[src/rtl/fifo_arb_pkg.sv]
// fifo_arb_pkg: shared types and default sizing for the FIFO write arbiter
package fifo_arb_pkg;
    typedef enum logic {ARB_IDLE, ARB_BURST} arb_state_e;
    localparam int DEF_NUM_REQ   = 4;
    localparam int DEF_MAX_BURST = 4;
endpackage

[src/rtl/fifo_rr_picker.sv]
// fifo_rr_picker: first valid requester at or above rr_ptr, wrapping modulo NUM_REQ
module fifo_rr_picker #(
    parameter int NUM_REQ = 4
) (
    input  logic [NUM_REQ-1:0]         req,
    input  logic [$clog2(NUM_REQ)-1:0] rr_ptr,
    output logic [$clog2(NUM_REQ)-1:0] winner,
    output logic                       any_valid
);
    localparam int IW = $clog2(NUM_REQ);
    logic [IW-1:0] idx;
    assign any_valid = |req;
    // Walk from the farthest slot down so the nearest valid slot is written last.
    always_comb begin
        winner = '0;
        idx = '0;
        for (int k = NUM_REQ - 1; k >= 0; k--) begin
            idx = IW'((int'(rr_ptr) + k) % NUM_REQ);
            if (req[idx]) winner = idx;
        end
    end
endmodule

[src/rtl/fifo_wr_arbiter.sv]
// fifo_wr_arbiter: round-robin, burst-bounded arbiter feeding one shared FIFO write port,
// throttled by the FIFO flags and checking write acks and overflow.
module fifo_wr_arbiter
    import fifo_arb_pkg::*;
#(
    parameter int NUM_REQ    = DEF_NUM_REQ,
    parameter int FIFO_WIDTH = 16,
    parameter int FIFO_DEPTH = 8,
    parameter int MAX_BURST  = DEF_MAX_BURST
) (
    input  logic                          clk,
    input  logic                          rst,
    input  logic [NUM_REQ-1:0]            req_valid,
    input  logic [NUM_REQ*FIFO_WIDTH-1:0] req_data,
    output logic [NUM_REQ-1:0]            req_ready,
    output logic                          fifo_wr_en,
    output logic [FIFO_WIDTH-1:0]         fifo_data_in,
    output logic [$clog2(NUM_REQ)-1:0]    grant_id,
    input  logic                          fifo_full,
    input  logic                          fifo_almostfull,
    input  logic                          fifo_wr_ack,
    input  logic                          fifo_overflow,
    output logic                          err_ack,
    output logic                          err_overflow
);
    localparam int IW = $clog2(NUM_REQ);
    localparam int BW = $clog2(MAX_BURST + 1);
    localparam logic [BW-1:0] BURST_MAX = BW'(MAX_BURST);

    if (NUM_REQ < 2 || MAX_BURST < 1 || FIFO_DEPTH < 1) begin : g_bad_params
        $error("fifo_wr_arbiter: illegal parameter set");
    end

    arb_state_e            state_q, state_d;
    logic [IW-1:0]         owner_q, owner_d, rr_ptr_q, rr_ptr_d;
    logic [BW-1:0]         burst_cnt_q, burst_cnt_d;
    logic                  fifo_wr_en_q, fifo_wr_en_d;
    logic [FIFO_WIDTH-1:0] fifo_data_in_q, fifo_data_in_d, sel_data;
    logic [IW-1:0]         grant_id_q, grant_id_d, src, winner;
    logic                  err_ack_q, err_ack_d, err_overflow_q, err_overflow_d;
    logic                  wr_en_dly_q, chk_en_q;
    logic                  any_valid, allow, accept;

    function automatic logic [IW-1:0] next_idx(input logic [IW-1:0] i);
        return (i == IW'(NUM_REQ - 1)) ? '0 : i + 1'b1;
    endfunction

    fifo_rr_picker #(.NUM_REQ(NUM_REQ)) u_picker (
        .req       (req_valid),
        .rr_ptr    (rr_ptr_q),
        .winner    (winner),
        .any_valid (any_valid)
    );

    // A pending registered write counts against the last free slot.
    assign allow = !fifo_full && !(fifo_almostfull && fifo_wr_en_q);

    always_comb begin
        state_d = state_q;
        owner_d = owner_q;
        burst_cnt_d = burst_cnt_q;
        rr_ptr_d = rr_ptr_q;
        req_ready = '0;
        accept = 1'b0;
        src = winner;
        if (state_q == ARB_IDLE) begin
            if (any_valid && allow) begin
                req_ready[winner] = 1'b1;
                accept = 1'b1;
                owner_d = winner;
                burst_cnt_d = BW'(1);
                if (MAX_BURST > 1) state_d = ARB_BURST;
                else rr_ptr_d = next_idx(winner);
            end
        end else begin
            src = owner_q;
            if (!req_valid[owner_q]) begin
                state_d = ARB_IDLE;
                rr_ptr_d = next_idx(owner_q);
            end else if (allow) begin
                req_ready[owner_q] = 1'b1;
                accept = 1'b1;
                burst_cnt_d = burst_cnt_q + 1'b1;
                if (burst_cnt_d == BURST_MAX) begin
                    state_d = ARB_IDLE;
                    rr_ptr_d = next_idx(owner_q);
                end
            end
        end
        sel_data = '0;
        for (int i = 0; i < NUM_REQ; i++)
            if (src == IW'(i)) sel_data = req_data[i*FIFO_WIDTH +: FIFO_WIDTH];
        fifo_wr_en_d = accept;
        fifo_data_in_d = accept ? sel_data : fifo_data_in_q;
        grant_id_d = accept ? src : grant_id_q;
        err_ack_d = err_ack_q | (chk_en_q & (fifo_wr_ack ^ wr_en_dly_q));
        err_overflow_d = err_overflow_q | fifo_overflow;
    end

    // chk_en_q masks the ack of a write that was in flight when reset hit.
    always_ff @(posedge clk) begin
        if (rst) begin
            state_q        <= ARB_IDLE;
            owner_q        <= '0;
            burst_cnt_q    <= '0;
            rr_ptr_q       <= '0;
            fifo_wr_en_q   <= 1'b0;
            fifo_data_in_q <= '0;
            grant_id_q     <= '0;
            err_ack_q      <= 1'b0;
            err_overflow_q <= 1'b0;
            wr_en_dly_q    <= 1'b0;
            chk_en_q       <= 1'b0;
        end else begin
            state_q        <= state_d;
            owner_q        <= owner_d;
            burst_cnt_q    <= burst_cnt_d;
            rr_ptr_q       <= rr_ptr_d;
            fifo_wr_en_q   <= fifo_wr_en_d;
            fifo_data_in_q <= fifo_data_in_d;
            grant_id_q     <= grant_id_d;
            err_ack_q      <= err_ack_d;
            err_overflow_q <= err_overflow_d;
            wr_en_dly_q    <= fifo_wr_en_q;
            chk_en_q       <= 1'b1;
        end
    end

    assign fifo_wr_en   = fifo_wr_en_q;
    assign fifo_data_in = fifo_data_in_q;
    assign grant_id     = grant_id_q;
    assign err_ack      = err_ack_q;
    assign err_overflow = err_overflow_q;
endmodule
[config.mk]
export PLATFORM = sky130hd
export DESIGN_NAME = fifo_wr_arbiter
export DESIGN_NICKNAME = d
export VERILOG_FILES = /design/src/rtl/fifo_arb_pkg.sv /design/src/rtl/fifo_rr_picker.sv /design/src/rtl/fifo_wr_arbiter.sv
export SDC_FILE = /design/constraint.sdc
export NUM_CORES = 1
export LEC_CHECK = 0
export BUFFER_PORTS_ARGS = -buffer_cell sky130_fd_sc_hd__buf_2
export CORE_ASPECT_RATIO = 1.4
export CORE_MARGIN = 1
export CORE_UTILIZATION = 30
export DETAILED_ROUTE_END_ITERATION = 6
export GPL_TIMING_DRIVEN = 1
export PLACE_DENSITY = 0.59
export SYNTH_ARGS = -nofsm -noshare
export SYNTH_HDL_FRONTEND = slang
export SYNTH_HIERARCHICAL = 1
export SYNTH_SLANG_ARGS = --single-unit
[constraint.sdc]
create_clock -name clk -period 2.4 [get_ports clk]
set_input_delay 0.12 -clock clk [delete_from_list [all_inputs] [get_ports clk]]
set_output_delay 0.12 -clock clk [all_outputs]
set_load 0.005 [all_outputs]
**Word level (Yosys, flattened, before mapping)**

Index checks and enable logic that the tools add are counted.

- Add/sub/neg operators: 5
- Multipliers: 0
- Divide/modulo/power cells: 0
- $lt $le $gt $ge: 8
- Equality and inequality tests: 9
- Shift-type cells: 0
- Multiplexer cells: 44
- Bitwise logic cells: 5
- Reductions and logical operators: 13

Operator list:

| kind | count |
|---|---|
| $mux W16 | 4 |
| $lt A2 B3 Y1 const B | 6 |
| $mux W2 | 9 |
| $mux W1 | 16 |
| $mux W4 | 4 |
| $mux W3 | 4 |
| $bmux W1 S2 | 5 |
| $eq A2 B2 Y1 const B | 3 |
| $ne A2 B1 Y1 const B | 3 |
| $reduce_and A3 Y1 | 2 |
| $logic_and A1 B1 Y1 | 5 |
| $add A2 B1 Y2 const B | 2 |
| $add A2 B2 Y2 const B | 2 |
| $demux W1 S2 | 2 |
| $ge A2 B1 Y1 const B | 2 |
| $reduce_or A4 Y1 | 1 |
| $add A3 B1 Y3 const B | 1 |
| $eq A3 B3 Y1 const B | 1 |
| $eq A2 B1 Y1 const B | 1 |
| $logic_not A1 Y1 | 2 |
| $logic_not A2 Y1 | 1 |
| $ne A2 B2 Y1 const B | 1 |
| $or A1 B1 Y1 | 2 |
| $reduce_and A2 Y1 | 1 |
| 4 further kinds | 4 |

- Flip-flop bits (word level): 31
- Latch bits: 0
- RAM bits: 0
- Memory bits (read-only): 0
- Bits of input ports: 74
- Output and inout port bits: 25
- Logic and storage cells: 95
- Memories: 0

**Depth between registers and ports, before layout**

Gate-level depths: netlist (run 1).

- Depth after elaboration: 13
- Depth in mapped cells: 8
- Mapped depth without buffers: 7

**Cells and area by module**

The synthesis (run 1) kept the hierarchy.

Modules (own cells, without submodules):

| module | instances | cells each | area an instance (µm²) |
|---|---|---|---|
| fifo_wr_arbiter | 1 | 142 | 1676.6 |
| fifo_rr_picker | 1 | 13 | 77.6 |

**Least setup slack after synthesis (run 1)**

OpenSTA, ideal clock, no wires.

- Kind: reg2reg
- From: reg rr_ptr_q[1]
- To: reg fifo_data_in_q[7] (netlist: fifo_data_in[7])
- Arrival time: 1.965 ns
- Data required time: 2.283 ns
- Slack: 0.318 ns
- Cell stages (with the launch flop): 7
- Buffers on the path: 1
- Clock period less this slack: 2.082 ns
- Cells stage by stage: dfxtp_1 > mux2i_1 > a211oi_2 > mux2i_4 > buf_6 > mux4_2 > a22o_1

- Cells in the longest elaborated chain, start to end: 13
- Elaborated cells between the ends (all ways): 24
- Classes of those cells: add/sub (3); eq/ne (3); mux (17); reduce/logical (1)

RTL lines:

| item | RTL line | RTL |
|---|---|---|
| start: declaration | fifo_wr_arbiter.sv:35 | `logic [IW-1:0] owner_q, owner_d, rr_ptr_q, rr_ptr_d;` |
| start signal: assignment | fifo_wr_arbiter.sv:118 | `rr_ptr_q <= rr_ptr_d;` |
| $add A2 B2 Y2 | fifo_rr_picker.sv:18 | `idx = IW'((int'(rr_ptr) + k) % NUM_REQ);` |
| $bmux W1 S2 | fifo_rr_picker.sv:19 | `if (req[idx]) winner = idx;` |
| $mux W1 (not written as such) | fifo_rr_picker.sv:19 |  |
| $mux W2 (3 in a row) | fifo_rr_picker.sv:19 |  |
| $mux W2 (*) | fifo_rr_picker.sv:19 |  |
| net winner[0] | fifo_wr_arbiter.sv:39 | `logic [IW-1:0] grant_id_q, grant_id_d, src, winner;` |
| $mux W2 (*) | fifo_wr_arbiter.sv:66 | `if (state_q == ARB_IDLE) begin` |
| $logic_not A2 Y1 | fifo_wr_arbiter.sv:92 | `if (src == IW'(i)) sel_data = req_data[i*FIFO_WIDTH +: FIFO_WIDTH];` |
| $mux W16 (3 in a row) | fifo_wr_arbiter.sv:92 |  |
| $mux W16 (*) | fifo_wr_arbiter.sv:92 |  |
| end signal: assignment | fifo_wr_arbiter.sv:120 | `fifo_data_in_q <= fifo_data_in_d;` |
| end: declaration | fifo_wr_arbiter.sv:38 | `logic [FIFO_WIDTH-1:0] fifo_data_in_q, fifo_data_in_d, sel_data;` |

Mark *: on every way through the listed nets, which the timed path passes. The rest lies on a longest branch. The select of a mux whose other input is x is not followed.
A chain may end at the register's enable or synchronous reset.

**Final worst setup path (run 1)**

- From: reg owner_q[0]
- To: out req_ready[0]

- Cells in the longest elaborated chain, start to end: 7
- Elaborated cells between the ends (all ways): 10
- Classes of those cells: order compare (2); mux (7); reduce/logical (1)

RTL lines:

| item | RTL line | RTL |
|---|---|---|
| start: declaration | fifo_wr_arbiter.sv:35 |  |
| start signal: assignment | fifo_wr_arbiter.sv:116 | `owner_q <= owner_d;` |
| $lt A2 B3 Y1 (not written as such) / $ge A2 B1 Y1 (equally long branches) | fifo_wr_arbiter.sv:81 | `req_ready[owner_q] = 1'b1;` |
| $logic_and A1 B1 Y1 (not written as such) | fifo_wr_arbiter.sv:81 |  |
| $mux W1 (not written as such) | fifo_wr_arbiter.sv:81 |  |
| $demux W1 S2 | fifo_wr_arbiter.sv:81 |  |
| $mux W4 | fifo_wr_arbiter.sv:80 | `end else if (allow) begin` |
| $mux W4 (*) | fifo_wr_arbiter.sv:77 | `if (!req_valid[owner_q]) begin` |
| $mux W4 (*) | fifo_wr_arbiter.sv:66 |  |
| end: declaration | fifo_wr_arbiter.sv:15 | `output logic [NUM_REQ-1:0] req_ready,` |

Every way passes the cells marked *; elsewhere a longest branch is shown, timed or not. The select of a mux whose other input is x is not followed.

==> results, run 1 <==
- Entering global routing, the biggest net connects 19 pins.
- The worst-case IR drop observed on VDD is between 400 and 500 uV.
- The final count of pins violating max slew was 0.
- The share of final-layout standard cells stronger than drive strength 1 is 0.519.
- For this run, the share of the core covered by cells in the final layout is 0.439.
- The tightest min-delay check is of the in2reg type.
- The worst clock skew is 0.00761 ns.
- After clock tree synthesis, the setup repair step added 0 buffers.
- The worst setup path is captured at an output pin.
- The die span in y is 92.5 um.
- The slowest stage of the critical path belongs to the cell sky130_fd_sc_hd__dfxtp_1.
- Counting every sink on the clock net gives 31.
- The clock tree from TritonCTS is done.
- Data arrives at the worst endpoint at 1.96 ns.
- In this run the power density over the cells is 599 mW/mm2.
- The initial antenna violation count is 0.
- In the synthesized netlist, the number of instances is approximately 160.
- The top cell types in the final layout, fill and taps aside, are sky130_fd_sc_hd__buf_2 (98), sky130_fd_sc_hd__dfxtp_1 (31), sky130_fd_sc_hd__a22o_1 (17), sky130_fd_sc_hd__mux4_2 (17), sky130_fd_sc_hd__nor2_1 (12).
- The average footprint of a synthesized cell is 11.3 um2.
- The wire length per cell after detailed routing is about 13 um.
- The critical path's top delay family is flip-flops.
- Detailed routing inserted a total of 1656 vias.
- At the end of routability-driven placement, the weighted congestion stood at 0.871.
- The final cell count without fillers is 326.
- Compared with the post-synthesis result, the final layout area differs by 39.2%.
- The worst hold path was traced through 3 stages.
- In this run, placement finished with an instance count of 318.
- The clock insertion delay at the later pin of the skew report is 0.28 ns.
- Port buffering added approximately 100 buffers.
- In this run the standard cell core region covers 0.00557 mm2.
- Dividing the final minimum period by the clock period gives 0.868.
- The time the final worst path needs with I/O delays and setup is 2.08 ns.
- The startpoint class of the critical path is a flop.
- The reported leakage power is 1.14 nW.
- The clock-pin transition on the worst setup and hold timing paths is 0.07 ns.
- Hold timing on the final database bottoms out at a slack of 0.0443 ns.
- The mean number of vias per cell is 5.08.
- The sequential cell area fraction in the yosys report is 0.354.
- The highest clock frequency the design can meet is 480 MHz.
- The longest clock path from root to sink contains 2 buffers.
- The clock tree synthesis step divided the H-tree into 2 levels.
- 0 antenna diodes ended up in the layout.
- The setup TNS is 0 ns.
- The critical path buffer and inverter count is 1.
- For the worst setup path, the data required time is between 2 and 2.5 ns.
- The Yosys step of the flow raised 6 warnings.
- The pin slew with the least headroom to its limit is 0.556 ns.
- Headroom to the max-slew limit came out at 0.630.
- The number of DRC markers after the initial detailed-route iteration is 52.
- The number of detailed-route iterations in the first pass is 4.
- In this run, CTS created clock tree buffers numbering 5.
- The HPWL after detailed placement is 3440 um.
- In this run the number of cells on the critical path is 5.
- The initial utilization of the core area, before any placement, comes to 0.315.
- The die covers 0.00616 mm2.
- The flow ran to the end, and the final reports show no timing, DRC or antenna violations.
- For this run, the slowest stage of the critical path takes roughly 0.6 ns.
- The critical path goes through mux2i_1 > o22a_1 > nor2_1 > a22o_1 > buf_2.
- The maximum fanout along the worst path is 9.
- The net count of the finished layout is 337.
- Counting distinct cell types in the post-synthesis netlist gives 36.
- Setup repair after global routing left no endpoint under its margin.
- The residual antenna-violating net count after detailed routing is 0.
- In the routed design, unresolved DRC markers number 0.
- Summed over all layers, the routed wires come to roughly 4300 um.
- Setup violations remaining at the end of the flow were counted as 0.
- The path depth of the worst reg2reg path is 6.
- The die boundary width is 66.6 um.
- For this run, the total global-route usage over all layers was measured as 0.157.
- The number of gates resized after CTS was 0.
- The post-synthesis sequential element count is 31.
- The final count of hold timing violations was 0.
- The first global-routing pass estimated 7290 um of wire.
- The max-capacitance violation count is 0.
- The number of global-route vias before repair is 1695.
- After global routing the overflow that remains totals 0.
- The critical path is of the reg2out type.
- In this run, post-CTS hold repair placed 0 buffers.
- The number of nets in the synthesized netlist is between 200 and 250.
- The most common cell after layout, fill and taps aside is sky130_fd_sc_hd__buf_2.
- The summed instance area of the synthesized netlist is between 0.0015 and 0.002 mm2.
- During I/O placement, the number of pins put on the boundary was 99.
- Row generation in the floorplan step produced 32 rows.
- The tree is rooted in a sky130_fd_sc_hd__clkbuf_8.
==> final cells by class <==
class | instances | area, um2
clock inverter | 2 | 35.0
clock buffer | 6 | 82.6
inverter | 7 | 26.3
multi-input combinational | 110 | 1060
sequential | 31 | 621
timing repair buffer | 102 | 533
tap | 68 | 85.1
fill | 519 | 3120
==> power breakdown <==
part	internal (mW)	switching, mW
registers	0.556	0.0303
logic	0.200	0.145
clock network	0.336	0.196
==> logic make-up (layout without fill, tap and decap cells) <==
kind of cell / Yosys count / in the layout / share of synthesized area
flip-flops: 31 / 31 / 0.354
AO/OA/AOI/OAI: 46 / 46 / 0.208
adder cells (fa/ha/maj): 6 / 6 / 0.0428
multiplexers: 21 / 21 / 0.248
buffers and inverters: 14 / 117 / 0.0428
XOR/XNOR: 2 / 2 / 0.00999
AND/OR/NAND/NOR: 35 / 35 / 0.0949
==> sequential cells by signal, summed over array words and instances (netlist names) <==
register and flops:
err_ack 1, fifo_data_in 16, grant_id 2, err_overflow 1, state_q 1, chk_en_q 1, rr_ptr_q 2, burst_cnt_q 3
fifo_wr_en 1, wr_en_dly_q 1, owner_q 2
==> metal layers <==
layer  share of wire  up-vias  global-route usage
li1                -      795                   -
met1            0.37      770               0.158
met2            0.52       82               0.287
met3           0.092        9              0.0493
met4           0.018        0              0.0656
met5               0        -                   0
==> per-stage QoR <==
step | instance area, um2 | total power [mW] | setup slack, ns
after detailed placement | 2320 | 0.949 | 0.389
after CTS | 2440 | 1.49 | 0.275
after global routing | 2440 | 1.55 | 0.167
after global placement | 2320 | 0.942 | 0.431
final | 2440 | 1.46 | 0.318
after floorplan | 1750 | 0.809 | 0.318
==> worst register-to-register path: stages, from the launching register on <==
cell and delay, ns:
sky130_fd_sc_hd__dfxtp_1 0.41, sky130_fd_sc_hd__mux2i_1 0.23, sky130_fd_sc_hd__a211oi_2 0.13, sky130_fd_sc_hd__mux2i_4 0.18
sky130_fd_sc_hd__buf_12 0.20, sky130_fd_sc_hd__mux4_2 0.51, sky130_fd_sc_hd__a22o_1 0.24
==> synthesized netlist by cell type <==
library cell / n / area [um2]
sky130_fd_sc_hd__a211oi_1: 2 / 15.0
sky130_fd_sc_hd__a211oi_2: 1 / 12.5
sky130_fd_sc_hd__a21boi_2: 1 / 11.3
sky130_fd_sc_hd__a21o_1: 2 / 15.0
sky130_fd_sc_hd__a21oi_1: 10 / 50.1
sky130_fd_sc_hd__a21oi_2: 1 / 8.76
sky130_fd_sc_hd__a22o_1: 17 / 149
sky130_fd_sc_hd__a31o_2: 1 / 8.76
sky130_fd_sc_hd__a32o_1: 1 / 10.0
sky130_fd_sc_hd__buf_2: 3 / 15.0
sky130_fd_sc_hd__buf_4: 1 / 7.51
sky130_fd_sc_hd__buf_6: 2 / 22.5
sky130_fd_sc_hd__clkbuf_1: 1 / 3.75
sky130_fd_sc_hd__clkinv_1: 1 / 3.75
sky130_fd_sc_hd__dfxtp_1: 31 / 621
sky130_fd_sc_hd__ha_1: 6 / 75.1
sky130_fd_sc_hd__inv_1: 6 / 22.5
sky130_fd_sc_hd__mux2i_1: 3 / 30.0
sky130_fd_sc_hd__mux2i_4: 1 / 22.5
sky130_fd_sc_hd__mux4_2: 17 / 383
sky130_fd_sc_hd__nand2_1: 10 / 37.5
sky130_fd_sc_hd__nand2b_1: 5 / 31.3
sky130_fd_sc_hd__nand3_1: 1 / 5.00
sky130_fd_sc_hd__nand3b_1: 2 / 15.0
sky130_fd_sc_hd__nor2_1: 12 / 45.0
sky130_fd_sc_hd__nor2b_1: 2 / 12.5
sky130_fd_sc_hd__nor3_1: 1 / 5.00
sky130_fd_sc_hd__nor3b_1: 1 / 7.51
sky130_fd_sc_hd__o21ai_0: 3 / 15.0
sky130_fd_sc_hd__o221ai_2: 1 / 15.0
sky130_fd_sc_hd__o22a_1: 1 / 8.76
sky130_fd_sc_hd__o2bb2ai_1: 4 / 35.0
sky130_fd_sc_hd__o31a_2: 1 / 10.0
sky130_fd_sc_hd__or4_1: 1 / 7.51
sky130_fd_sc_hd__xnor2_1: 1 / 8.76
sky130_fd_sc_hd__xor2_1: 1 / 8.76
==> path summary, 6_finish.rpt <==
kind / startpoint / to / slack (ns)
min: fifo_overflow / err_overflow / 0.04
max: owner_q[0] / req_ready[0] / 0.32
max reg2reg: rr_ptr_q[1] / fifo_data_in[1] / 0.38
min reg2reg: err_overflow / err_overflow / 0.46
No activity file was read; power rests on OpenSTA's default activity.
==> inputs of run 2 (changes only) <==
--- a/config.mk
+++ b/config.mk
@@ -12,6 +12,7 @@
 export DETAILED_ROUTE_END_ITERATION = 6
 export GPL_TIMING_DRIVEN = 1
 export PLACE_DENSITY = 0.59
+export SETUP_SLACK_MARGIN = 0.4
 export SYNTH_ARGS = -nofsm -noshare
 export SYNTH_HDL_FRONTEND = slang
 export SYNTH_HIERARCHICAL = 1
==> run 2 against run 1 <==
Against the previous run:
- utilization fell by 0.61 points
- sequential share of layout area is 0.46 points higher
- first-iteration DRC count rose by 58%
- critical path depth rose by 1
- sequential power barely moved
- die area stayed put
- clock power down 26%
- cell area down 1.4%
- critical path type is now reg2reg
==> results, run 2 (synthesized netlist as in run 1, its figures left out) <==
- The flip-flop count of the largest register after layout is 16.
- At the pin with the least slew margin, the transition time is between 0.4 and 0.5 ns.
- The reported leakage power is 1.12 nW.
- IR analysis of the VDD net gives a maximum drop of 370 uV.
- The clock passes through at most 2 buffers.
- In the final routed layout, each cell accounts on average for between 10 and 15 um.
- For the worst setup path, the data required time is 2.57 ns.
- Counting the buffers created by CTS gives 5.
- The run finished with clean final reports.
- TritonCTS built the clock tree.
- The pre-antenna-repair detailed-routing pass consisted of 6 iterations.
- Along the worst path, the maximum fanout reaches 17.
- Detailed placement ended at an HPWL of 3540 um.
- The number of antenna diodes in the final layout is 0.
- The layer flagged by global routing as most heavily used is met2.
- The routed wire length is 4460 um.
- The die is 66.6 um wide.
- STA classifies the critical path endpoint as a flop.
- The total of fill cells in the finished design is 550.
- The worst clock skew is 0.00296 ns.
- The most common cell after layout, fill and taps aside is sky130_fd_sc_hd__buf_2.
- The worst hold margin is 0.0575 ns.
- The die is 92.5 um tall.
- CTS built an H-tree with a depth of 2.
- The routed layout has 1648 vias.
- STA classifies the critical path startpoint as a flop.
- The worst setup path is of the reg2reg kind.
- In the finished design, the share of the clock period the worst path needs comes to 0.829.
- The buffer count from post-CTS setup fixing is 0.
- The total die area is 0.00616 mm2.
- The initial antenna violation count came to 0.
- The clock insertion delay at the later pin of the skew report is about 0.27 ns.
- The region available for standard cell placement spans 0.00557 mm2.
- The total congestion overflow is 0.
- The pin count of the biggest net entering global routing is 18.
- The port buffer count is just under 100.
- The worst slew margin relative to its limit is 0.675.
- The number of top-level design ports is 99.
- The total setup violations reported at the end of the flow is 0.
- The number of core rows is 32.
- Data on the critical path arrives at its endpoint at 2.16 ns.
- The setup slack after placement is between 0.2 and 0.3 ns.
- The met1 usage in global routing is 0.181.
- The global placement routability congestion is 0.846.
- The worst path setup slack after routing is 0.409 ns.
- The sequential cells in the finished layout cover a total of 623 um2.
- The power density normalized to cell area is between 500 and 600 mW/mm2.
- In the global route stage, overall resource usage came out at 0.157.
- The setup TNS is 0 ns.
- The residual antenna-violating net count after detailed routing is 0.
- The wire length of the first global-routing pass is 7290 um.
- The area used by multi-input combinational logic is about 0.0011 mm2.
- In the final layout, the share of cells above drive strength 1 is 0.529.
- Setup repair after global routing could not meet its margin everywhere.
- In the layout the commonest cells are sky130_fd_sc_hd__buf_2 (98), sky130_fd_sc_hd__dfxtp_1 (29), sky130_fd_sc_hd__a22o_1 (17), sky130_fd_sc_hd__mux4_2 (17), sky130_fd_sc_hd__nor2_1 (11).
- In this run, post-CTS hold repair placed 0 buffers.
- The classification of the worst-slack hold path is in2reg.
- After clock tree synthesis, the clock-pin slew on the worst setup and hold paths is approximately 0.070 ns.
- The clock net in this run drives a total of 31 sinks.
- The met3 routing resource usage after global routing is 0.0406.
- The starting density of the core is 0.315.
- Dividing the detail-routed via count by the number of cells gives 5.07.
- In the routed design, unresolved DRC markers number 0.
- The final count of pins violating max slew was 0.
- Compared with the post-synthesis result, the final layout area differs by 37.2%.
- In the global route stage, met2 resource usage came out at 0.272.
- For this run, the post-layout net count is 336.
- The root buffer cell is sky130_fd_sc_hd__clkbuf_8.
- The clock period could shrink to 1.99 ns.
- The number of global-route vias before repair was 1670.
- The final count of hold timing violations came to 0.
- Static timing analysis puts the maximum clock frequency at 502 MHz.
- For this block, the initial DRC count from the detailed router was 82.
- The max-capacitance violation count is 0.
-- run 2: cell count changes in the layout (fill, tap and decap cells not counted), sizes merged --
cell / before / now
buf: 102 / 101
bufinv: 1 / 0
clkbuf: 6 / 7
-- run 2: path summary, 6_finish.rpt --
check,cells past startpoint,slack (ns),from,end
setup / recovery,6,0.41,rr_ptr_q[1],fifo_data_in[1]
hold / removal,3,0.06,fifo_overflow,err_overflow
hold reg to reg,2,0.46,chk_en_q,err_ack
setup reg to reg,6,0.41,rr_ptr_q[1],fifo_data_in[1]
-- run 2: per-layer routing --
| layer | up-vias | share of wire |
|---|---|---|
| li1 | 800 | - |
| met3 | 4 | 0.071 |
| met2 | 79 | 0.50 |
| met5 | - | 0 |
| met1 | 765 | 0.42 |
| met4 | 0 | 0.0087 |
-- run 2: final cells by class --
class | count | area share
clock buffers | 7 | 0.0317
clock inverters | 1 | 0.00208
inverters | 7 | 0.0114
multi-input cells | 110 | 0.442
flip-flops and latches | 31 | 0.259
well taps | 68 | 0.0353
repair buffers | 101 | 0.218
-- run 2: critical path: stages, from the launching register on --
cell and delay [ns]:
sky130_fd_sc_hd__dfxtp_2 0.37, sky130_fd_sc_hd__mux2i_1 0.23, sky130_fd_sc_hd__a211oi_2 0.14, sky130_fd_sc_hd__mux2i_4 0.19, sky130_fd_sc_hd__buf_12 0.21, sky130_fd_sc_hd__mux4_2 0.51, sky130_fd_sc_hd__a22o_1 0.24
-- run 2: repair_timing --
item                                    CTS  global route
resized for setup                         2             1
endpoints found under the hold margin     0             0
endpoints found under the setup margin   18            20
-- run 2: report_power, final --
part | internal [mW] | switching, mW
Clock | 0.203 | 0.189
Sequential | 0.557 | 0.0310
Combinational | 0.199 | 0.148
Total | 0.959 | 0.368
-- run 2: metrics by stage --
step / std cells / util / instance area, um2 / power (mW)
6_report: 325 / 0.433 / 2410 / 1.33
5_1_grt: 325 / 0.433 / 2410 / 1.40
3_3_place_gp: 317 / 0.417 / 2320 / 0.945
4_1_cts: 325 / 0.432 / 2400 / 1.35
3_5_place_dp: 317 / 0.417 / 2320 / 0.949
2_1_floorplan: 155 / - / 1760 / 0.809
==> inputs of run 3 (changes only) <==
==> constraint.sdc (replaced) <==
create_clock -name clk -period 2.1 [get_ports clk]
set_input_delay 0.105 -clock clk [delete_from_list [all_inputs] [get_ports clk]]
set_output_delay 0.105 -clock clk [all_outputs]
set_load 0.005 [all_outputs]
==> run 3 against run 2 <==
Against the previous run:
- largest cell class unchanged
- via count is 1.4% higher
- largest power group unchanged
- flip-flop and latch count did not move
- hold slack lost 0.014 ns
- critical path type unchanged
- clock power up 41%
- sequential power rose by 14%
==> results, run 3 (synthesized netlist as in run 1, its figures left out) <==
- Leaving out fill and tap cells, the most frequent cells in the layout are sky130_fd_sc_hd__buf_2 (98), sky130_fd_sc_hd__dfxtp_1 (26), sky130_fd_sc_hd__a22o_1 (17), sky130_fd_sc_hd__mux4_2 (17), sky130_fd_sc_hd__nand2_1 (10).
- The final count of pins violating max slew is 0.
- Wires add up to 4790 um.
- The routed layout has approximately 1700 vias.
- Measured in cells, the most critical reg-to-reg path has a length of 6.
- In this run the vertical extent of the chip is 92.5 um.
- The peak supply drop is 376 uV.
- The number of DRC markers after the initial detailed-route iteration is 16.
- The maximum cell stage delay along the critical path is around 0.50 ns.
- The number of cells traversed by the worst hold path is 3.
- The post-cts hold buffer count is 0.
- The port buffer count is 98.
- Buffers inserted during clock tree synthesis total 5.
- The power density normalized to cell area is 641 mW/mm2.
- The initial antenna violation count is 0.
- In the routed layout, each cell is associated on average with a via count of 5.02.
- The total congestion overflow is 0.
- Headroom to the max-slew limit came out at 0.808.
- The worst clock skew is between 0.005 and 0.006 ns.
- For this design the static power due to leakage is 1.22 nW.
- The number of detailed-route iterations in the first pass is 4.
- 99 I/O pins were placed.
- The critical path goes through mux2i_4 > a211oi_4 > mux2i_4 > buf_12 > mux4_2 > a22o_1.
- For the worst setup path, the data required time is 2.26 ns.
- STA classifies the critical path endpoint as a flop.
- The number of global-route vias before repair is 1624.
- Entering global routing, the biggest net connects 18 pins.
- The data arrival time of the critical path is 2.16 ns.
- Subtracting the final worst setup slack from the clock period gives 2.00 ns.
- The critical path buffer and inverter count is 1.
- The slowest stage of the critical path is the sky130_fd_sc_hd__mux4_2 cell.
- The clock passes through at most 2 buffers.
- In the final layout, the share of cells above drive strength 1 is 0.600.
- At the end of routability-driven placement, the weighted congestion stood at 0.788.
- Clock-pin slew was measured on the worst setup and hold paths at ~0.060 ns.
- The critical path depth in cells is 6.
- The flip-flop count of the largest register after layout is 16.
- The run finished with clean final reports.
- The final cycle utilization of the critical path is 0.952.
- The startpoint class of the critical path is a flop.
- For this configuration, the core starts out at a cell density of 0.315.
- Derived from the worst setup path, the maximum achievable clock frequency is 500 MHz.
- Along the worst path, the maximum fanout reaches 9.
- The critical path is of the reg2reg type.
- The worst hold margin is 0.0432 ns.
- The wire length of the first global-routing pass is 7290 um.
- TritonCTS built the clock tree.
- The count of nets left with antenna violations once routing finished came out at 0.
- CTS saw 31 sinks.
- The die boundary width is 66.6 um.
- The core box area is 0.00557 mm2.
- The most common cell after layout, fill and taps aside is sky130_fd_sc_hd__buf_2.
- The number of core rows is 32.
- The max-capacitance violation count is 0.
- The HPWL after detailed placement is 3620 um.
- The repair_antennas step left the layout with diodes totalling 0.
- From synthesis to final layout, the design area changed by 50.8%.
- The overall track demand over capacity in global routing is 0.157.
- The H-tree was split into 2 levels.
- The classification of the worst-slack hold path is in2reg.
- The total die area is 0.00616 mm2.
- For the pin with the worst max-slew slack, the measured transition is 0.288 ns.
- The most used cell along the critical path is sky130_fd_sc_hd__mux2i_4.
- The wire length per cell after detailed routing is 14.4 um.
- After routing, the total negative slack on setup checks comes to 0 ns.
- Grouping stages by cell kind, the critical path spends the most delay in multiplexers.
- The total setup violations reported at the end of the flow is 0.
- Setup repair after global routing could not meet its margin everywhere.
- The root buffer cell is sky130_fd_sc_hd__clkbuf_8.
- The count of nets after finishing is 345.
- The final count of hold timing violations is 0.
- The clock insertion delay at the later pin of the skew report is between 0.2 and 0.3 ns.
- In the routed design, unresolved DRC markers number 0.
==> run 3: cell types whose count changed in the layout (fill, tap and decap cells not counted), moves of 2 or more <==
| cell | change |
|---|---|
| sky130_fd_sc_hd__o2bb2ai_1 | -2 |
| sky130_fd_sc_hd__clkinv_2 | -2 |
| sky130_fd_sc_hd__dfxtp_4 | +2 |
| sky130_fd_sc_hd__o2bb2ai_2 | +2 |
| sky130_fd_sc_hd__dfxtp_1 | -3 |
| sky130_fd_sc_hd__buf_4 | +5 |
| sky130_fd_sc_hd__nor2_1 | -2 |
| sky130_fd_sc_hd__mux2i_2 | +2 |
| sky130_fd_sc_hd__mux2i_1 | -3 |
| sky130_fd_sc_hd__buf_12 | +2 |
==> run 3: worst register-to-register path, cell delays in order (launching register included) <==
cell	delay [ns]
sky130_fd_sc_hd__dfxtp_4	0.39
sky130_fd_sc_hd__mux2i_4	0.25
sky130_fd_sc_hd__a211oi_4	0.10
sky130_fd_sc_hd__mux2i_4	0.24
sky130_fd_sc_hd__buf_12	0.19
sky130_fd_sc_hd__mux4_2	0.50
sky130_fd_sc_hd__a22o_1	0.22
==> run 3: where the power goes <==
group / total [mW] / switching [mW] / internal, mW
clock network: 0.556 / 0.208 / 0.347
logic: 0.469 / 0.195 / 0.275
registers: 0.670 / 0.0349 / 0.636
==> run 3: layer usage <==
| layer | part of all wire | up-vias | global-route usage |
|---|---|---|---|
| li1 | - | 813 | - |
| met1 | 0.39 | 779 | 0.175 |
| met2 | 0.53 | 73 | 0.275 |
| met3 | 0.064 | 6 | 0.0480 |
| met4 | 0.016 | 0 | 0.0550 |
| met5 | 0 | - | 0 |
==> run 3: final timing paths <==
path	from	end	slack [ns]
min reg2reg	grant_id[0]	grant_id[0]	0.46
min	fifo_overflow	err_overflow	0.04
max	rr_ptr_q[1]	fifo_data_in[1]	0.10
max reg2reg	rr_ptr_q[1]	fifo_data_in[1]	0.10
==> run 3: timing repair <==
action	4_1_cts	5_1_grt
setup endpoints to repair	21	21
resized for setup	7	19
setup buffers	0	4
pin swaps	0	7
gates cloned	0	1
==> run 3: cell type report <==
type / instances / area [um2]
Clock inverter: 1 / 30.0
Sequential cell: 31 / 632
Timing Repair Buffer: 110 / 639
Multi-Input combinational cell: 110 / 1160
Tap cell: 68 / 85.1
Inverter: 7 / 26.3
Fill cell: 550 / 2920
Clock buffer: 6 / 72.6
==> run 3: through the flow <==
step	setup WS (ns)	util	instance area [um2]	total power, mW	std cells
after floorplan	0.0652	-	1760	0.925	155
after global placement	0.203	0.427	2380	1.10	321
after detailed placement	0.157	0.427	2380	1.10	321
after CTS	0.130	0.449	2500	1.67	328
after global routing	0.0379	0.475	2650	1.79	333
final	0.102	0.475	2650	1.70	333
